**src/rtl/packet_fold_pkg.sv**
```systemverilog
// Shared types and helpers for the packet fold-add datapath.
// Optional macro PACKET_FOLD_SAT_EN: when defined, fold additions saturate
// at the maximum unsigned value instead of wrapping.
package packet_fold_pkg;

    typedef enum logic [1:0] {
        EMPTY    = 2'd0,
        FILLING  = 2'd1,
        FULL     = 2'd2,
        DRAINING = 2'd3
    } bank_state_e;

    localparam int NBANK = 2;

    // Widest data word the helper below can handle; callers zero-extend into it.
    localparam int MAXDW = 64;

    // Adds two dw-bit words held in MAXDW-bit containers; the caller truncates
    // the result back to dw bits. Wraps by default, saturates when enabled.
    function automatic logic [MAXDW-1:0] fold_add(input logic [MAXDW-1:0] a,
                                                   input logic [MAXDW-1:0] b,
                                                   input int dw);
        logic [MAXDW:0] sum;
        logic [MAXDW:0] lim;
        sum = {1'b0, a} + {1'b0, b};
        lim = ({{MAXDW{1'b0}}, 1'b1} << dw) - 1'b1;
`ifdef PACKET_FOLD_SAT_EN
        return (sum > lim) ? lim[MAXDW-1:0] : sum[MAXDW-1:0];
`else
        return sum[MAXDW-1:0] & lim[MAXDW-1:0];
`endif
    endfunction

endpackage

```
**src/rtl/packet_fold_bank.sv**
```systemverilog
// One packet buffer bank: word storage, captured length and fold length,
// the bank lifecycle state, and two combinational read ports so the head
// word and its fold partner can be fetched in the same cycle.
module packet_fold_bank
    import packet_fold_pkg::*;
#(
    parameter int DW    = 8,
    parameter int DEPTH = 64,
    parameter int KW    = $clog2(DEPTH + 1),
    parameter int AW    = $clog2(DEPTH)
) (
    input  logic          clk,
    input  logic          rst_n,
    input  logic          i_wr_en,
    input  logic          i_wr_store,
    input  logic          i_wr_last,
    input  logic [AW-1:0] i_wr_addr,
    input  logic [DW-1:0] i_wr_data,
    input  logic [KW-1:0] i_wr_k,
    input  logic [KW-1:0] i_wr_len,
    input  logic          i_rd_start,
    input  logic          i_rd_done,
    input  logic [AW-1:0] i_head_addr,
    input  logic [AW-1:0] i_tail_addr,
    output logic [DW-1:0] o_head_data,
    output logic [DW-1:0] o_tail_data,
    output bank_state_e   o_state,
    output logic [KW-1:0] o_len,
    output logic [KW-1:0] o_k
);

    logic [DW-1:0] r_mem [DEPTH];
    bank_state_e   r_state;
    logic [KW-1:0] r_len;
    logic [KW-1:0] r_k;

    // Word storage; beats beyond the bank capacity are never stored.
    always_ff @(posedge clk) begin
        if (i_wr_en && i_wr_store) begin
            r_mem[i_wr_addr] <= i_wr_data;
        end
    end

    // Bank lifecycle; the writer only touches EMPTY/FILLING banks and the
    // reader only FULL/DRAINING ones, so the requests never collide.
    always_ff @(posedge clk) begin
        if (!rst_n) begin
            r_state <= EMPTY;
            r_len   <= '0;
            r_k     <= '0;
        end else begin
            if (i_rd_done) begin
                r_state <= EMPTY;
            end else if (i_rd_start) begin
                r_state <= DRAINING;
            end else if (i_wr_en) begin
                if (i_wr_last) begin
                    r_state <= FULL;
                    r_len   <= i_wr_len;
                end else if (r_state == EMPTY) begin
                    r_state <= FILLING;
                end
                if (r_state == EMPTY) begin
                    r_k <= i_wr_k;
                end
            end
        end
    end

    assign o_head_data = r_mem[i_head_addr];
    assign o_tail_data = r_mem[i_tail_addr];
    assign o_state     = r_state;
    assign o_len       = r_len;
    assign o_k         = r_k;

endmodule

```
**src/rtl/packet_fold_add.sv**
```systemverilog
// Store-and-forward AXI-Stream packet folder with two ping-pong banks.
// A packet is buffered whole, then emitted with its last K words added onto
// its first K words. Define PACKET_FOLD_SAT_EN for saturating additions.
module packet_fold_add
    import packet_fold_pkg::*;
#(
    parameter int DW    = 8,
    parameter int DEPTH = 64,
    parameter int KW    = $clog2(DEPTH + 1)
) (
    input  logic          clk,
    input  logic          rst_n,
    input  logic [KW-1:0] cfg_k,
    input  logic [DW-1:0] s_tdata,
    input  logic          s_tvalid,
    input  logic          s_tlast,
    output logic          s_tready,
    output logic [DW-1:0] m_tdata,
    output logic          m_tvalid,
    output logic          m_tlast,
    input  logic          m_tready,
    output logic          ovf
);

    localparam int            AW      = $clog2(DEPTH);
    localparam logic [KW-1:0] DEPTH_K = KW'(DEPTH);

    // Bank-facing signals
    bank_state_e      w_state [NBANK];
    logic [KW-1:0]    w_len   [NBANK];
    logic [KW-1:0]    w_k     [NBANK];
    logic [DW-1:0]    w_head  [NBANK];
    logic [DW-1:0]    w_tail  [NBANK];
    logic [NBANK-1:0] w_wr_en;
    logic [NBANK-1:0] w_rd_start;
    logic [NBANK-1:0] w_rd_done;

    // Write side
    logic          r_run;
    logic          r_wr_ptr;
    logic [KW-1:0] r_wr_idx;
    logic          r_ovf;
    bank_state_e   w_wr_state;
    logic          w_s_hs;
    logic          w_in_range;
    logic [KW-1:0] w_wr_len;

    // Read side
    logic          r_rd_ptr;
    logic [KW-1:0] r_rd_idx;
    logic [DW-1:0] r_m_tdata;
    logic          r_m_tvalid;
    logic          r_m_tlast;
    logic          w_m_hs;
    logic          w_last_hs;
    logic          w_src;
    logic [KW-1:0] w_rd_idx;
    bank_state_e   w_src_state;
    logic [KW-1:0] w_src_len;
    logic [KW-1:0] w_src_k;
    logic [KW-1:0] w_keff;
    logic [AW-1:0] w_head_addr;
    logic [AW-1:0] w_tail_addr;
    logic [DW-1:0] w_fold;
    logic          w_load;

    assign w_wr_state = w_state[r_wr_ptr];
    assign s_tready   = r_run && ((w_wr_state == EMPTY) || (w_wr_state == FILLING));
    assign w_s_hs     = s_tvalid && s_tready;
    assign w_in_range = (r_wr_idx < DEPTH_K);
    assign w_wr_len   = w_in_range ? (r_wr_idx + KW'(1)) : DEPTH_K;

    // When the last output beat leaves, the reader moves to the other bank in
    // the same cycle so a waiting packet follows without a bubble.
    assign w_m_hs      = r_m_tvalid && m_tready;
    assign w_last_hs   = w_m_hs && r_m_tlast;
    assign w_src       = w_last_hs ? ~r_rd_ptr : r_rd_ptr;
    assign w_rd_idx    = w_last_hs ? '0 : r_rd_idx;
    assign w_src_state = w_state[w_src];
    assign w_src_len   = w_len[w_src];
    assign w_src_k     = w_k[w_src];
    assign w_keff      = (w_src_k < w_src_len) ? w_src_k : w_src_len;
    assign w_head_addr = AW'(w_rd_idx);
    assign w_tail_addr = AW'(w_src_len - w_keff + w_rd_idx);
    assign w_fold      = DW'(fold_add(MAXDW'(w_head[w_src]), MAXDW'(w_tail[w_src]), DW));
    assign w_load      = (!r_m_tvalid || m_tready) &&
                         ((w_src_state == FULL) ||
                          ((w_src_state == DRAINING) && (w_rd_idx < w_src_len)));

    for (genvar b = 0; b < NBANK; b++) begin : g_bank
        assign w_wr_en[b]    = w_s_hs && (r_wr_ptr == 1'(b));
        assign w_rd_start[b] = w_load && (w_src_state == FULL) && (w_src == 1'(b));
        assign w_rd_done[b]  = w_last_hs && (r_rd_ptr == 1'(b));

        packet_fold_bank #(
            .DW    (DW),
            .DEPTH (DEPTH),
            .KW    (KW),
            .AW    (AW)
        ) u_bank (
            .clk         (clk),
            .rst_n       (rst_n),
            .i_wr_en     (w_wr_en[b]),
            .i_wr_store  (w_in_range),
            .i_wr_last   (s_tlast),
            .i_wr_addr   (AW'(r_wr_idx)),
            .i_wr_data   (s_tdata),
            .i_wr_k      (cfg_k),
            .i_wr_len    (w_wr_len),
            .i_rd_start  (w_rd_start[b]),
            .i_rd_done   (w_rd_done[b]),
            .i_head_addr (w_head_addr),
            .i_tail_addr (w_tail_addr),
            .o_head_data (w_head[b]),
            .o_tail_data (w_tail[b]),
            .o_state     (w_state[b]),
            .o_len       (w_len[b]),
            .o_k         (w_k[b])
        );
    end

    // Write pointer and index; oversize packets keep being accepted but the
    // index parks at DEPTH so the excess beats are dropped.
    always_ff @(posedge clk) begin
        if (!rst_n) begin
            r_run    <= 1'b0;
            r_wr_ptr <= 1'b0;
            r_wr_idx <= '0;
            r_ovf    <= 1'b0;
        end else begin
            r_run <= 1'b1;
            r_ovf <= w_s_hs && s_tlast && !w_in_range;
            if (w_s_hs) begin
                if (s_tlast) begin
                    r_wr_idx <= '0;
                    r_wr_ptr <= ~r_wr_ptr;
                end else if (w_in_range) begin
                    r_wr_idx <= r_wr_idx + KW'(1);
                end
            end
        end
    end

    // Registered output stage; it only advances when empty or consumed, so a
    // stalled sink sees every m_* signal frozen.
    always_ff @(posedge clk) begin
        if (!rst_n) begin
            r_rd_ptr   <= 1'b0;
            r_rd_idx   <= '0;
            r_m_tdata  <= '0;
            r_m_tvalid <= 1'b0;
            r_m_tlast  <= 1'b0;
        end else begin
            if (w_last_hs) begin
                r_rd_ptr <= ~r_rd_ptr;
            end
            if (w_load) begin
                r_m_tdata  <= (w_rd_idx < w_keff) ? w_fold : w_head[w_src];
                r_m_tvalid <= 1'b1;
                r_m_tlast  <= (w_rd_idx == (w_src_len - KW'(1)));
                r_rd_idx   <= w_rd_idx + KW'(1);
            end else begin
                if (w_m_hs) begin
                    r_m_tvalid <= 1'b0;
                end
                if (w_last_hs) begin
                    r_rd_idx <= '0;
                end
            end
        end
    end

    assign m_tdata  = r_m_tdata;
    assign m_tvalid = r_m_tvalid;
    assign m_tlast  = r_m_tlast;
    assign ovf      = r_ovf;

endmodule

```
**config.mk**
```make
export PLATFORM = sky130hd
export DESIGN_NAME = packet_fold_add
export DESIGN_NICKNAME = d
export VERILOG_FILES = /design/src/rtl/packet_fold_pkg.sv /design/src/rtl/packet_fold_bank.sv /design/src/rtl/packet_fold_add.sv
export SDC_FILE = /design/constraint.sdc
export NUM_CORES = 2
export LEC_CHECK = 0
export BUFFER_PORTS_ARGS = -buffer_cell sky130_fd_sc_hd__buf_4
export CORE_MARGIN = 1.5
export CORE_UTILIZATION = 45
export CTS_CLUSTER_SIZE = 25
export DETAILED_ROUTE_END_ITERATION = 12
export SYNTH_ARGS = -nofsm -noshare
export SYNTH_HDL_FRONTEND = slang
export SYNTH_SLANG_ARGS = --single-unit
```
**constraint.sdc**
```tcl
create_clock -name clk -period 26.7 [get_ports clk]
set_input_delay 2.67 -clock clk [delete_from_list [all_inputs] [get_ports clk]]
set_output_delay 2.67 -clock clk [all_outputs]
set_load 0.005 [all_outputs]
```
==> impl_metrics.ini <==
[status]
outcome = finished, final reports clean

[setup_path]
reg2reg_slack_ns = 15.69
crit_type = primary input to flip-flop
path_max_fanout = 53
cp.arrival_ns = 13.35
crit_slowest_cell = fa_4
cp-end-kind = flip-flop
worstPathBufferInverterCount = 8
start_kind = primary input
cp.required_ns = 27.31
path_common_cell = buf_4
cp_top_family = adder cells
critPathMaxStageDelay_ns = 1.15

[logic_synthesis]
synth_top_cell_by_area = edfxtp_1
syn_inst = 3586
synth_top_area_share_pct = 56.9
yosysMostFrequentCell = edfxtp_1
ys_seq_area_share_pct = 59.1
synth_fp_nets = 3643
synth_cell_types = 87
async_reset_ff_share_pct = 0
synth_edf_count = 1024
synth.area.top_cells = edfxtp_1, mux4_2, mux2i_1
synth_seq_cells = 1084
ys.flop_type = edfxtp_1
yosys_warnings = 0
syn_avg_cell_area_sq_um = 15.1
mappedNetlistArea_sq_um = 54000
netlist_top_cells_count = edfxtp_1, mux4_2, nor2_1

[clock_network]
cts-root-buf = clkbuf_16
cts_tree = done
clk_pin_slew_ns = 0.06
cts_hold_buf = 0
cts_setup_buffers = 0
clkLatencyLatePin_ns = 0.73
cts_sinks = 1084
cts_resized = 0
numCtsBuffers = 116
cts-htree-levels = 3
clockBufferDepth = 3

[die]
die_w_um = 350
io-pin-count = 32
initial_utilization_pct = 45.6
die_h_um = 350
core_area_sq_um = 119000
die_area_sq_um = 122000
fp-row-count = 126

[routing]
drt-total-wl_um = 183000
viasPerCell = 6.77
ant_nets = 0
wl_per_cell_um = 34.9
dr_wl_met3_um = 22000
via_count = 35600
first_iter_violations = 5240
routed.top_layer = met5
wl_met1_um = 70300
drt_pre_antenna_iters = 8
drc = 0
wl_met2_um = 82900

[timing]
fmax_mhz = 78.5
whs_ns = 0.511
setup_ws_ns = 13.96
rsz0062_at_grt = no
fin_crit_ns = 12.74
hold_viol_final = 0
fin_skew_ns = 0.0348
slew_violations = 0
period_share_pct = 47.7
slew_headroom_pct = 2.34
tightest_slew_ns = 1.46
setup_viol = 0
tns_ns = 0

[power]
power_leakage_nw = 18.9
power_density_nw_per_um2 = 85.2
peakVddDrop_mv = 0.0754

[global_routing]
grt_usage_pct = 29.8
grt_pass1_wl_um = 258000
grt-ovfl-total = 0
grt_max_degree = 150
grt_pass1_vias = 34000
antenna_found_initial = 3

[cells_and_area]
drive_gt1_share_pct = 22.4
regArea_sq_um = 32000
multi_input_area_sq_um = 20500
postLayoutCoreUtil_pct = 50.3
final_nets = 3612
area_growth_pct = 10.4
num-fill-cells = 9894

[place]
hpwl_um = 115000
place_ws_ns = 13.39
io_buffers = 31
place_congestion = 0.929

[run]
maxCapViolCount = 0

[worst_hold_path]
hold_path_class = flip-flop to flip-flop
path summary, 6_finish.rpt:
path                                                from                                      to  cells past startpoint
setup / recovery                                m_tready                 m_tdata[7]$_SDFFE_PN0P_                     32
hold / removal    g_bank[0].u_bank.o_len[3]$_SDFFE_PN0P_  g_bank[0].u_bank.o_len[3]$_SDFFE_PN0P_                      2
setup reg to reg                    m_tlast$_SDFFE_PN0P_                 m_tdata[7]$_SDFFE_PN0P_                     31
hold reg to reg   g_bank[0].u_bank.o_len[3]$_SDFFE_PN0P_  g_bank[0].u_bank.o_len[3]$_SDFFE_PN0P_                      2
cells by family (layout without fill, tap and decap cells):
group	after synthesis	in the layout	share of synthesized area [%]
flip-flops	1084	1084	59.1
AO/OA/AOI/OAI	726	726	9.09
AND/OR/NAND/NOR	695	695	5.90
multiplexers	669	669	21.3
buffers and inverters	343	413	3.09
adder cells (fa/ha/maj)	38	38	0.959
XOR/XNOR	31	31	0.530
other	0	1	0
state kept, by name (all words and copies together) (netlist names):
signal,flops
g_bank.u_bank.o_len,14
g_bank.u_bank.o_k,14
m_tlast,1
r_wr_idx,7
r_run,1
ovf,1
r_rd_ptr,1
r_rd_idx,7
g_bank.u_bank.r_mem,1024
m_tdata,8
r_wr_ptr,1
g_bank.u_bank.o_state,4
m_tvalid,1
worst min-delay path, stage by stage, from the launching register on:
cell      delay (ns)
dfxtp_1         0.34
nand2_1         0.06
a21boi_0        0.07
area by class of cell:
type / count / area share (%)
diodes: 1 / 0.00420
clock buffers: 141 / 5.10
clock inverters: 78 / 1.25
inverters: 41 / 0.281
multi-input cells: 2159 / 34.4
flip-flops and latches: 1084 / 53.6
well taps: 1600 / 3.36
repair buffers: 153 / 2.01
power breakdown:
group	internal (mW)	switching, mW	leakage [nW]
Combinational	0.697	0.885	7.36
Clock	0.933	0.695	1.84
Sequential	1.86	0.00760	9.69
per-layer routing:
metal | vias up | global-route usage, %
li1 | 14500 | -
met1 | 18200 | 41.4
met2 | 2422 | 45.4
met3 | 369 | 6.74
met4 | 7 | 12.1
met5 | - | 0.314
layout by cell type (no fill, tap or decap), drive strengths merged, types with 47 or more instances in the layout:
master  Yosys  final
o211ai     47     47
nand2     178    178
mux2i     215    215
buf       194    153
dfxtp      60     60
o21ai     109    109
a221oi     47     47
o22ai      47     47
edfxtp   1024   1024
clkinv      0     59
nand3      67     67
nor2      259    259
a21oi     197    197
clkbuf    108    141
mux4      375    375
mux2       79     79
metrics by stage:
| step | total power [mW] | cell area, sq um | instances |
|---|---|---|---|
| CTS | 5.07 | 59600 | 5256 |
| floorplan | 2.96 | 54000 | 3586 |
| global route | 5.20 | 59600 | 5256 |
| detailed placement | 3.47 | 55900 | 5037 |
| finish | 5.08 | 59600 | 5257 |
| global placement | 3.46 | 55900 | 5037 |
No activity file was read; power rests on OpenSTA's default activity.
